## config.mk

```make
export PLATFORM = sky130hd
export DESIGN_NAME = button_event_encoder
export DESIGN_NICKNAME = d
export VERILOG_FILES = /design/src/rtl/button_pkg.sv /design/src/rtl/button_event_fifo.sv /design/src/rtl/button_event_encoder.sv
export SDC_FILE = /design/constraint.sdc
export NUM_CORES = 1
export LEC_CHECK = 0
export CAP_MARGIN = 5
export CORE_MARGIN = 8
export CORE_UTILIZATION = 50
export DETAILED_ROUTE_END_ITERATION = 12
export GPL_ROUTABILITY_DRIVEN = 0
export PLACE_DENSITY_LB_ADDON = 0.1
export SYNTH_ARGS = -nofsm -noshare
export SYNTH_HDL_FRONTEND = slang
export SYNTH_SLANG_ARGS = --single-unit
```

## constraint.sdc

```tcl
create_clock -name clk -period 5 [get_ports clk]
set_input_delay 1 -clock clk [delete_from_list [all_inputs] [get_ports clk]]
set_output_delay 1 -clock clk [all_outputs]
set_load 0.05 [all_outputs]
```

## src/rtl/button_pkg.sv

```systemverilog
// Shared button constants: resolver bit order, key codes, event types, and
// helpers mapping between one-hot levels and key codes.
package button_pkg;

    localparam int BTN_W = 9;

    // Bit positions in the resolved button vector (bit 8 = b0).
    localparam int BTN_B0    = 8;
    localparam int BTN_B1    = 7;
    localparam int BTN_B2    = 6;
    localparam int BTN_B3    = 5;
    localparam int BTN_ENTER = 4;
    localparam int BTN_LEFT  = 3;
    localparam int BTN_RIGHT = 2;
    localparam int BTN_UP    = 1;
    localparam int BTN_DOWN  = 0;

    localparam logic [3:0] KEY_B0    = 4'd0;
    localparam logic [3:0] KEY_B1    = 4'd1;
    localparam logic [3:0] KEY_B2    = 4'd2;
    localparam logic [3:0] KEY_B3    = 4'd3;
    localparam logic [3:0] KEY_ENTER = 4'd4;
    localparam logic [3:0] KEY_LEFT  = 4'd5;
    localparam logic [3:0] KEY_RIGHT = 4'd6;
    localparam logic [3:0] KEY_UP    = 4'd7;
    localparam logic [3:0] KEY_DOWN  = 4'd8;

    localparam logic [1:0] EV_PRESS   = 2'd0;
    localparam logic [1:0] EV_HOLD    = 2'd1;
    localparam logic [1:0] EV_REPEAT  = 2'd2;
    localparam logic [1:0] EV_RELEASE = 2'd3;

    typedef enum logic [1:0] {
        S_IDLE    = 2'd0,
        S_PRESSED = 2'd1,
        S_HELD    = 2'd2
    } enc_state_e;

    typedef struct packed {
        logic [3:0] code;
        logic [1:0] etype;
    } key_event_t;

    function automatic logic is_onehot(input logic [BTN_W-1:0] lvl);
        return (lvl != '0) && ((lvl & (lvl - 1'b1)) == '0);
    endfunction

    function automatic logic [BTN_W-1:0] key_mask(input logic [3:0] code);
        logic [BTN_W-1:0] m;
        m = '0;
        for (int i = 0; i < BTN_W; i++)
            if (code == 4'(BTN_W - 1 - i)) m[i] = 1'b1;
        return m;
    endfunction

    // Only meaningful for one-hot input.
    function automatic logic [3:0] key_code(input logic [BTN_W-1:0] lvl);
        logic [3:0] c;
        c = '0;
        for (int i = 0; i < BTN_W; i++)
            if (lvl[i]) c = 4'(BTN_W - 1 - i);
        return c;
    endfunction

endpackage

```

## src/rtl/button_event_fifo.sv

```systemverilog
// Small synchronous event FIFO; a push into a full FIFO is accepted only when
// a pop happens in the same cycle.
module button_event_fifo #(
    parameter int DEPTH = 4,
    parameter int DW    = 6
) (
    input  logic          clk,
    input  logic          reset_n,
    input  logic          push,
    input  logic [DW-1:0] wdata,
    input  logic          pop,
    output logic [DW-1:0] rdata,
    output logic          full,
    output logic          empty
);
    localparam int AW = $clog2(DEPTH);

    logic [DW-1:0] mem_q [DEPTH];
    logic [DW-1:0] mem_d [DEPTH];
    logic [AW:0]   wr_ptr_q, wr_ptr_d;
    logic [AW:0]   rd_ptr_q, rd_ptr_d;
    logic          do_push, do_pop;

    assign empty   = (wr_ptr_q == rd_ptr_q);
    assign full    = (wr_ptr_q[AW] != rd_ptr_q[AW]) &&
                     (wr_ptr_q[AW-1:0] == rd_ptr_q[AW-1:0]);
    assign do_pop  = pop & ~empty;
    assign do_push = push & (~full | do_pop);
    assign rdata   = mem_q[rd_ptr_q[AW-1:0]];

    always_comb begin
        mem_d    = mem_q;
        wr_ptr_d = wr_ptr_q;
        rd_ptr_d = rd_ptr_q;
        if (do_push) begin
            mem_d[wr_ptr_q[AW-1:0]] = wdata;
            wr_ptr_d                = wr_ptr_q + 1'b1;
        end
        if (do_pop)
            rd_ptr_d = rd_ptr_q + 1'b1;
    end

    always_ff @(posedge clk or negedge reset_n) begin
        if (!reset_n) begin
            for (int i = 0; i < DEPTH; i++) mem_q[i] <= '0;
            wr_ptr_q <= '0;
            rd_ptr_q <= '0;
        end else begin
            mem_q    <= mem_d;
            wr_ptr_q <= wr_ptr_d;
            rd_ptr_q <= rd_ptr_d;
        end
    end

endmodule

```

## src/rtl/button_event_encoder.sv

```systemverilog
// Turns resolved one-hot button levels into PRESS/HOLD/REPEAT/RELEASE events
// queued for the UI. REPEAT generation is enabled by BUTTON_EVENT_REPEAT_EN.
module button_event_encoder
    import button_pkg::*;
#(
    parameter int HOLD_CYCLES   = 27_000_000,
    parameter int REPEAT_CYCLES = 5_400_000,
    parameter int CNT_W         = 25,
    parameter int FIFO_DEPTH    = 4
) (
    input  logic             clk,
    input  logic             reset_n,
    input  logic [BTN_W-1:0] button_in,
    output logic             ev_valid,
    output logic [3:0]       ev_code,
    output logic [1:0]       ev_type,
    input  logic             ev_ready,
    output logic             overflow,
    input  logic             overflow_clr,
    output logic             input_err
);
    localparam int MAX_CYC = (HOLD_CYCLES > REPEAT_CYCLES) ? HOLD_CYCLES : REPEAT_CYCLES;
    localparam logic [CNT_W-1:0] HOLD_LAST = CNT_W'(HOLD_CYCLES - 1);

    if ((64'(MAX_CYC - 1) >> CNT_W) != 64'd0) begin : g_cnt_w_check
        $error("CNT_W too narrow for HOLD_CYCLES/REPEAT_CYCLES");
    end

    enc_state_e       state_q, state_d;
    logic [CNT_W-1:0] cnt_q, cnt_d;
    logic [3:0]       cur_q, cur_d;
    logic             overflow_q, overflow_d;
    logic             input_err_q, input_err_d;

    logic       push, pop, fifo_full, fifo_empty;
    key_event_t push_ev, head_ev;
    logic       multi_hot;

    assign multi_hot = (button_in != '0) && !is_onehot(button_in);

    always_comb begin
        state_d       = state_q;
        cnt_d         = cnt_q;
        cur_d         = cur_q;
        input_err_d   = 1'b0;
        push          = 1'b0;
        push_ev.code  = cur_q;
        push_ev.etype = EV_PRESS;
        case (state_q)
            S_IDLE: begin
                if (is_onehot(button_in)) begin
                    cur_d        = key_code(button_in);
                    push         = 1'b1;
                    push_ev.code = key_code(button_in);
                    cnt_d        = '0;
                    state_d      = S_PRESSED;
                end else begin
                    input_err_d = multi_hot;
                end
            end
            S_PRESSED, S_HELD: begin
                // Anything other than the latched key alone ends the press.
                if (button_in != key_mask(cur_q)) begin
                    push          = 1'b1;
                    push_ev.etype = EV_RELEASE;
                    input_err_d   = multi_hot;
                    cnt_d         = '0;
                    state_d       = S_IDLE;
                end else if (state_q == S_PRESSED) begin
                    if (cnt_q == HOLD_LAST) begin
                        push          = 1'b1;
                        push_ev.etype = EV_HOLD;
                        cnt_d         = '0;
                        state_d       = S_HELD;
                    end else begin
                        cnt_d = cnt_q + 1'b1;
                    end
                end else begin
`ifdef BUTTON_EVENT_REPEAT_EN
                    if (cnt_q == CNT_W'(REPEAT_CYCLES - 1)) begin
                        push          = 1'b1;
                        push_ev.etype = EV_REPEAT;
                        cnt_d         = '0;
                    end else begin
                        cnt_d = cnt_q + 1'b1;
                    end
`else
                    cnt_d = cnt_q;
`endif
                end
            end
            default: state_d = S_IDLE;
        endcase
    end

    assign pop = ev_valid & ev_ready;

    // A drop sets the flag even when a clear is requested in the same cycle.
    always_comb begin
        overflow_d = overflow_q;
        if (push && fifo_full && !pop)
            overflow_d = 1'b1;
        else if (overflow_clr)
            overflow_d = 1'b0;
    end

    always_ff @(posedge clk or negedge reset_n) begin
        if (!reset_n) begin
            state_q     <= S_IDLE;
            cnt_q       <= '0;
            cur_q       <= '0;
            overflow_q  <= 1'b0;
            input_err_q <= 1'b0;
        end else begin
            state_q     <= state_d;
            cnt_q       <= cnt_d;
            cur_q       <= cur_d;
            overflow_q  <= overflow_d;
            input_err_q <= input_err_d;
        end
    end

    button_event_fifo #(
        .DEPTH (FIFO_DEPTH),
        .DW    ($bits(key_event_t))
    ) u_fifo (
        .clk     (clk),
        .reset_n (reset_n),
        .push    (push),
        .wdata   (push_ev),
        .pop     (pop),
        .rdata   (head_ev),
        .full    (fifo_full),
        .empty   (fifo_empty)
    );

    assign ev_valid  = ~fifo_empty;
    assign ev_code   = head_ev.code;
    assign ev_type   = head_ev.etype;
    assign overflow  = overflow_q;
    assign input_err = input_err_q;

endmodule
```

==> impl_metrics.env <==
export IMPL_drtIter0Drc=120
export IMPL_hold_buffers=0
export IMPL_holdPathEnd="cnt_q[24]$_DFFE_PN0P_"
export IMPL_syn_area_mm2=0.003662
export IMPL_cts_setup_buffers=0
export IMPL_fin_setup_tns_ns=0
export IMPL_first_pass_iters=5
export IMPL_die_w_um=101.6
export IMPL_min_path_type="register to register"
export IMPL_r2r_cells=7
export IMPL_cts_resized=0
export IMPL_clock_sinks=63
export IMPL_die_area_mm2=0.01032
export IMPL_path_clk_slew_ns=0.07
export IMPL_fin_area_mm2=0.004154
export IMPL_status="finished clean"
export IMPL_layout_min_cycle_time_ns=3.810
export IMPL_async_flop_share=1.000
export IMPL_p_per_area_mw_per_mm2=422.2
export IMPL_grt_pass1_wl_um=14430
export IMPL_worst_pin_slew_ns=0.8017
export IMPL_drive_above_1_share=0.1074
export IMPL_ant_nets=0
export IMPL_diodes=0
export IMPL_cts_tree="built"
export IMPL_start_kind="input pin"
export IMPL_synth_fp_nets=387
export IMPL_hold_violations=0
export IMPL_ys_ff_latch=63
export IMPL_crit_arrival_ns=4.03
export IMPL_ctsLongestPathBuffers=2
export IMPL_r2r_end="cnt_q[12]$_DFFE_PN0P_"
export IMPL_syn_inst=365
export IMPL_track_usage=0.1788
export IMPL_synth_area_per_cell_um2=10.03
export IMPL_ys_flop_type="dfrtp_1"
export IMPL_dp_hpwl_um=6018
export IMPL_insertion_delay_ns=0.34
export IMPL_num_nets_final=408
export IMPL_yosysSeqAreaShare=0.4305
export IMPL_endpoint_kind="register"
export IMPL_hp_start="cnt_q[24]$_DFFE_PN0P_"
export IMPL_setup_violations_final=0
export IMPL_rsz0062_at_grt="false"
export IMPL_cp_required_ns=5.22
export IMPL_antenna_found_initial=0
export IMPL_numCtsBuffers=9
export IMPL_cts_root_buf="clkbuf_8"
export IMPL_ys_types=58
export IMPL_finalClockSkew_ns=0.008198
export IMPL_worstSetupPathType="input pin to register"
export IMPL_die_y_um=101.6
export IMPL_grt_max_degree=33
export IMPL_min_delay_path_depth=1
export IMPL_routed_wl_um=8355
export IMPL_vias_per_cell=6.008
export IMPL_timing_fmax_ghz=0.2624
export IMPL_io_buffers=21
export IMPL_maxCapViolations=0
export IMPL_cp_max_fo=10
export IMPL_ys_warn_count=0
export IMPL_grt_pass1_vias=2940
export IMPL_timing_slew_headroom=0.4517
export IMPL_slew_violations=0
export IMPL_ir_drop_mv=0.3759
export IMPL_power_leakage_nw=1.746
export IMPL_place_area_mm2=0.003965
export IMPL_synth_edf_count=0
export IMPL_initial_core_util=0.5104
export IMPL_wire_per_inst_um=17.05
export IMPL_num_io_pins=22
export IMPL_area_delta_synth_final_pct=13.43
export IMPL_overflow=0
export IMPL_rrSetupSlack_ns=2.02
export IMPL_reg2reg_from="cur_q[0]$_DFF_PN0_"
export IMPL_core_mm2=0.007176
export IMPL_rows=31
export IMPL_finalCritPeriodShare=0.7621
export IMPL_drc=0
export IMPL_cts_max_level=3
export IMPL_detailroute_via_count=2944
-- state kept, by name, summed over array words and instances, names as in the netlist --
signal and count:
overflow 1, state_q 2, u_fifo.wr_ptr_q 3, u_fifo.mem_q 24
u_fifo.rd_ptr_q 3, cur_q 4, cnt_q 25, input_err 1
-- Yosys cell counts, types with 5 or more instances --
cell type,count,share of area
clkbuf_1,11,0.011
inv_1,11,0.011
o31ai_1,16,0.033
mux4_2,6,0.037
mux2_1,21,0.065
nor2_1,22,0.023
nand2_1,26,0.027
o21ai_0,25,0.034
nor2b_1,10,0.017
xnor2_1,7,0.017
nand3_1,14,0.019
nand4_1,12,0.020
nor4_1,6,0.010
dfrtp_1,63,0.43
a21oi_1,10,0.014
and3_1,5,0.0085
a22o_1,5,0.012
a31oi_1,6,0.010
o21ai_1,9,0.012
ha_1,9,0.031
nor3_1,7,0.0096
-- metrics by stage --
| step | instances | hold slack, ns | utilization | worst slack [ns] | power [mW] |
|---|---|---|---|---|---|
| 4_1_cts | 490 | 0.4783 | 0.5789 | 1.200 | 1.771 |
| 3_3_place_gp | 474 | 0.4652 | 0.5526 | 0.8856 | 1.324 |
| 2_1_floorplan | 365 | 0.4374 | - | 1.584 | 1.143 |
| 6_report | 490 | 0.4774 | 0.5789 | 1.190 | 1.754 |
| 5_1_grt | 490 | 0.4935 | 0.5789 | 1.025 | 1.856 |
| 3_5_place_dp | 474 | 0.4633 | 0.5526 | 0.8316 | 1.336 |
-- worst max-delay path: stages --
cell and delay [ns]:
clkdlybuf4s50_1 0.51, or4_1 0.59, a211o_1 0.28, a31o_1 0.25, or3b_1 0.54, nor2b_2 0.16, buf_4 0.22, o21ai_4 0.12
mux2_1 0.34
-- placed cells by master (no fill, tap or decap), types with 2 or more instances in the layout --
| cell type | count |
|---|---|
| and3b_1 | 3 |
| a21oi_1 | 10 |
| nor2_1 | 22 |
| o31ai_1 | 16 |
| or4_1 | 2 |
| buf_4 | 7 |
| clkbuf_8 | 9 |
| nand2b_1 | 3 |
| o41ai_1 | 3 |
| inv_1 | 11 |
| nor4_1 | 6 |
| and4_1 | 4 |
| a21boi_1 | 2 |
| o21ai_4 | 4 |
| o21ai_0 | 25 |
| mux4_2 | 6 |
| nand2_1 | 26 |
| and3_1 | 5 |
| clkinv_2 | 3 |
| nor2b_1 | 10 |
| nand3_1 | 14 |
| xnor2_1 | 7 |
| nand4_1 | 12 |
| o31ai_2 | 2 |
| o21ai_1 | 9 |
| mux2_1 | 21 |
| nor3_1 | 7 |
| o21a_1 | 3 |
| a22o_1 | 5 |
| ha_1 | 9 |
| clkdlybuf4s50_1 | 20 |
| dfrtp_1 | 63 |
| a211o_1 | 2 |
| or2_2 | 2 |
| a31oi_1 | 6 |
| o211ai_1 | 4 |
| nor3b_1 | 3 |
-- how the worst max path moves through the flow --
stage | startpoint | end | slack (ns) | cells past startpoint
after detailed placement | button_in[1] | u_fifo.mem_q[9]$_DFFE_PN0P_ | 0.83 | 9
after global routing | button_in[1] | u_fifo.mem_q[2]$_DFFE_PN0P_ | 1.03 | 9
after CTS | button_in[1] | u_fifo.mem_q[9]$_DFFE_PN0P_ | 1.20 | 9
after floorplan | button_in[3] | u_fifo.mem_q[1]$_DFFE_PN0P_ | 1.58 | 10
final | button_in[1] | u_fifo.mem_q[2]$_DFFE_PN0P_ | 1.19 | 9
after global placement | button_in[1] | u_fifo.mem_q[4]$_DFFE_PN0P_ | 0.89 | 9
-- power breakdown --
part           internal (mW)  switching [mW]  leakage [nW]
Clock                  0.228           0.203        0.0960
Combinational          0.264           0.364         0.803
Sequential             0.597          0.0973         0.847
Total                   1.09           0.664          1.75
-- final cells by class --
| type | count | area [um^2] |
|---|---|---|
| multi-input combinational | 273 | 1966 |
| clock inverter | 6 | 61.31 |
| fill | 627 | 3022 |
| tap | 99 | 123.9 |
| clock buffer | 10 | 127.6 |
| sequential | 63 | 1577 |
| timing repair buffer | 28 | 257.7 |
| inverter | 11 | 41.29 |
-- cell families after synthesis --
logic type,Yosys count,synth area share
simple gates,126,0.1859
mux,28,0.1045
compound gates,102,0.1965
flops,63,0.4305
xor+xnor,8,0.01913
buf+inv,29,0.03280
fa+ha+maj,9,0.03075
-- per-layer routing --
| layer | track usage | share of wire | wire length (um) | vias to the layer above |
|---|---|---|---|---|
| li1 | - | - | - | 1416 |
| met4 | 0.07560 | 0.012 | 99 | 0 |
| met5 | 0 | 0 | 0 | - |
| met3 | 0.03162 | 0.032 | 270 | 10 |
| met1 | 0.2256 | 0.46 | 3879 | 1464 |
| met2 | 0.2938 | 0.49 | 4106 | 54 |
No activity file was read; power rests on OpenSTA's default activity.
==> RTL edit 1 (same flow settings) <==
`FIFO_DEPTH`: 4 -> 8.
--- a/src/rtl/button_event_encoder.sv
+++ b/src/rtl/button_event_encoder.sv
@@ -6,7 +6,7 @@
     parameter int HOLD_CYCLES   = 27_000_000,
     parameter int REPEAT_CYCLES = 5_400_000,
     parameter int CNT_W         = 25,
-    parameter int FIFO_DEPTH    = 4
+    parameter int FIFO_DEPTH    = 8
 ) (
     input  logic             clk,
     input  logic             reset_n,
Check against the original RTL: not equivalent (Yosys sat finds a counterexample within 10 cycles, from zero or initial values and one cycle with reset_n low).
==> RTL edit 1 against the original RTL <==
Clock skew rose by 0.0026 ns. Cell count rose by 26%. Total power rose by 54%. Sequential cell count rose by 26. Wire length rose by 37%. Global-route usage rose by 0.62 points. Die area rose by 31%. Final area rose by 33%. Worst setup slack got worse by 0.13 ns. Synthesized area rose by 37%. Critical path type is now reg2out. Largest power group unchanged.
==> RTL edit 1: results (changes against the original RTL) <==
[global_routing]
grtUsageMet3 = 0.0336  ; +0.00199
grt_pass1_wl_mm = 19.4  ; +34%
grt_max_degree = 56  ; +70%
grt_util_all_layers = 0.185  ; +0.00616
grtUsageMet2 = 0.282  ; -0.0122
grt_pass1_vias = 3760  ; +28%

[setup_path]
cp-start-kind = flop
crit_path_top_delay_cell = dfrtp_1
cp_top_family = flip-flops
r2r_start = u_fifo.rd_ptr_q[0]
path_max_fanout = 15  ; +5
worstPathArrival_ns = 2.94  ; -1.09 ns

[route]
wl_per_cell_um = 18.6  ; +9.0%
avgViaCountPerCell = 6.06  ; +0.84%
met2_length_mm = 5.21  ; +27%
wl_met1_mm = 5.47  ; +41%
drt-total-wl_mm = 11.5  ; +37%
drtIter0Drc = 271  ; +130%
drt_first_pass_iters = 4  ; -1

[timing]
fin_skew_ns = 0.0108  ; +0.00259 ns
worst-slew-pin-transition_ns = 0.913  ; +0.111 ns

[die]
die_area_um2 = 13500  ; +31%

[synth]
synthTopCellsByCount = 89 x dfrtp_1, 47 x mux2_2, 37 x nand2_1
syn_area_per_cell_um2 = 10.8  ; +7.9%
netlist-cell-type-count = 65  ; +12%
synth-xor-area-share = 0.0174  ; -0.00173
synthesis.nets = 484  ; +25%
synth_compound_area_frac = 0.159  ; -0.0376
synthTopCellsByArea = dfrtp_1 44%, mux2_2 11%, mux4_2 5.4%

[placement]
dp_cells = 601  ; +27%
place_area_um2 = 5320  ; +34%
dp_hpwl_mm = 7.94  ; +32%
pre_cts_slack_ns = 0.880  ; +0.0488 ns

[power]
vdd_drop_max_mv = 0.207  ; -45%
swShare = 0.388  ; +0.00881

[worst_hold_path]
worst_hold_startpoint = u_fifo.mem_q[3]

[clocking]
path_clk_slew_ns = 0.10  ; +0.03 ns
clk_latency_ns = 0.37  ; +0.03 ns

[cells_and_area]
top_regs = u_fifo.mem_q: 48 flops, cnt_q: 25 flops
final_nets = 498  ; +22%

[outcome]
status = finished clean

==> RTL edit 1: cell types whose count changed in the layout (fill, tap and decap cells not counted), moves of 9 or more <==
cell	before	now
mux2_2	1	47
dfrtp_1	63	89
and3_1	5	14
a21o_1	1	10
a22o_1	5	24
o31ai_1	16	1
mux2_1	21	4
nand4_1	12	3
nand2_1	26	37
==> RTL edit 1: final timing paths <==
check / to / slack [ns] / cells after the start
min in group asynchronous: overflow / 0.57 / 1
worst min register to register: u_fifo.mem_q[3] / 0.50 / 1
worst max register to register: u_fifo.mem_q[1] / 1.97 / 7
worst max-delay path: ev_code[2] / 1.06 / 3
worst min-delay path: u_fifo.mem_q[3] / 0.50 / 1
max in group asynchronous: cur_q[2] / 3.35 / 2
==> RTL edit 1: worst register-to-register path, cell delays in order (launching register included) <==
cell and delay (ns):
dfrtp_1 0.94, buf_4 0.25, xor2_1 0.06, nor3_1 0.30
nand2_1 0.20, and3_1 0.35, o21ai_2 0.44, mux2_2 0.39
==> RTL edit 1: power groups by stage <==
stage / Combinational (mW) / Clock (mW) / Sequential [mW]
3_3_place_gp: 1.06 / 0 / 1.10
4_1_cts: 1.09 / 0.539 / 1.10
3_5_place_dp: 1.08 / 0 / 1.11
5_1_grt: 1.17 / 0.569 / 1.13
6_report: 1.08 / 0.525 / 1.10
2_1_floorplan: 0.876 / 0 / 1.01
==> RTL edit 1: logic make-up after synthesis <==
family	count (synthesis)
buffers and inverters	32
flip-flops	89
XOR/XNOR	10
multiplexers	63
AND/OR/NAND/NOR	153
adder cells (fa/ha/maj)	9
AO/OA/AOI/OAI	109
==> RTL edit 1: cell type report <==
type	instances	area [um2]
multi-input combinational	344	2650
clock inverter	6	76.3
sequential	89	2230
fill	854	4250
clock buffer	10	128
inverter	9	33.8
tap	133	166
timing repair buffer	26	245
==> RTL edit 2 (config.mk and constraints unchanged) <==
Without the edit above. Register the output `input_err` once more, cleared by the reset; this adds one clock of latency there. The other outputs are not delayed to match.
--- a/src/rtl/button_event_encoder.sv
+++ b/src/rtl/button_event_encoder.sv
@@ -138,6 +138,12 @@
     assign ev_code   = head_ev.code;
     assign ev_type   = head_ev.etype;
     assign overflow  = overflow_q;
-    assign input_err = input_err_q;
+    always_ff @(posedge clk or negedge reset_n) begin
+        if (!reset_n) begin
+            input_err <= '0;
+        end else begin
+            input_err <= input_err_q;
+        end
+    end
 
 endmodule
Formal check against the unedited RTL: not equivalent (Yosys sat finds a counterexample within 4 cycles, from zero or initial values and one cycle with reset_n low).
==> RTL edit 2 against the original RTL <==
Wire length increased by 3.7%. Combinational power increased by 2%. Final area increased by 4.5%. Largest power group unchanged. Worst setup slack improved by 0.048 ns. Critical endpoint is now cnt_q[8]. Critical path type unchanged. Synthesized area increased by 6.2%. Total power increased by 3.5%. Sequential cell count increased by 1. Synthesized cell count increased by 7.7%.
==> RTL edit 2: results (changes against the original RTL) <==
[synth]
netlist-cell-type-count = 69  ; +19%
async_flop_share = 1.00  ; unchanged
synth_warnings = 0  ; unchanged
seq_area_frac_synth = 0.412  ; -0.0188
synthTopCellsByCount = 64 x dfrtp_1, 36 x nor2_1, 31 x o21ai_0
synthesis.nets = 415  ; +7.2%
synthTopCellsByArea = dfrtp_1 41%, o21ai_0 4.0%, nor2_1 3.5%

[global_routing]
grt_pass1_vias = 2919  ; -0.71%
grt_util_all_layers = 0.164  ; -0.0144
grt_max_degree = 35  ; +6.1%
grtUsageMet2 = 0.257  ; -0.0371
grt_pass1_wl_mm = 14.7  ; +2.1%
met1_usage = 0.219  ; -0.00618
antenna_found_initial = 0  ; unchanged
grtUsageMet3 = 0.0322  ; +0.000603

[worst_hold_path]
hold_class = reg2reg

[outcome]
status = finished clean

[cells_and_area]
drive_gt1_frac = 0.152  ; +0.0444
nFillCells = 698  ; +11%
final_nets = 432  ; +5.9%

[clocking]
cts_buffers = 9  ; unchanged
cts_max_level = 3  ; unchanged
clockBufferDepth = 2  ; unchanged
cts_setup_buffers = 0  ; unchanged
clockRootBuffer = clkbuf_8
path_clk_slew_ns = 0.07  ; about the same

[route]
avgViaCountPerCell = 5.92  ; -1.4%
wl_per_cell_um = 16.8  ; -1.8%
drtIter0Drc = 123  ; +2.5%
drt_first_pass_iters = 4  ; -1
met2_length_mm = 4.16  ; +1.2%
met3_length_um = 302  ; +12%
wl_met1_mm = 4.07  ; +5.0%

[setup_path]
path_max_fanout = 30  ; +20
crit_path_top_delay_cell = o211ai_4
worstPathArrival_ns = 3.98  ; -0.05 ns
cp_top_family = simple AND/OR/NAND/NOR gates
cpPeakStageDelay_ns = 0.67  ; +0.08 ns

[power]
leakage_nw = 1.79  ; +2.4%
vdd_drop_max_mv = 0.186  ; -51%

[timing]
fin_skew_ns = 0.0166  ; +0.00840 ns
slew_headroom = 0.495  ; +0.0436

[placement]
dp_hpwl_mm = 6.15  ; +2.2%
portBuffers = 21  ; unchanged

==> RTL edit 2: kinds of logic after synthesis <==
| group | share of synthesized area |
|---|---|
| AO/OA/AOI/OAI | 0.197 |
| XOR/XNOR | 0.0180 |
| adder cells (fa/ha/maj) | 0.0289 |
| buffers and inverters | 0.0434 |
| flip-flops | 0.412 |
| multiplexers | 0.0923 |
| AND/OR/NAND/NOR | 0.208 |
==> RTL edit 2: path summary, 6_finish.rpt <==
kind,from,to,slack (ns),cells past startpoint
min,input_err_q,input_err,0.35,0
max in group asynchronous,reset_n,cnt_q[15],3.37,2
min in group asynchronous,reset_n,u_fifo.mem_q[17],0.72,1
max,button_in[1],cnt_q[8],1.24,9
max reg2reg,cur_q[0],cnt_q[8],1.92,8
min reg2reg,input_err_q,input_err,0.35,0
==> RTL edit 2: per-stage QoR <==
stage                     instance area, um2  setup WS (ns)  utilization  std cells  hold WS (ns)
after detailed placement                4140          0.895        0.541        501         0.336
after global placement                  4140          0.938        0.541        501         0.332
after floorplan                         3890           2.06            -        393         0.331
after CTS                               4340           1.26        0.568        517         0.348
final                                   4340           1.24        0.568        517         0.345
after global routing                    4340          0.959        0.568        517         0.352
==> RTL edit 2: power by group <==
part | total, mW | internal, mW | switching (mW)
Combinational | 0.642 | 0.271 | 0.371
Clock | 0.461 | 0.245 | 0.216
Sequential | 0.711 | 0.611 | 0.0994
Total | 1.81 | 1.13 | 0.687
==> RTL edit 2: cell type report <==
type                    instances  area (um2)  share of cell area
clock buffers                  10         138              0.0317
clock inverters                 6        67.6              0.0156
inverters                      16        60.1              0.0138
multi-input cells             295        2120               0.488
flip-flops and latches         64        1600               0.369
well taps                     102         128              0.0294
repair buffers                 24         228              0.0524
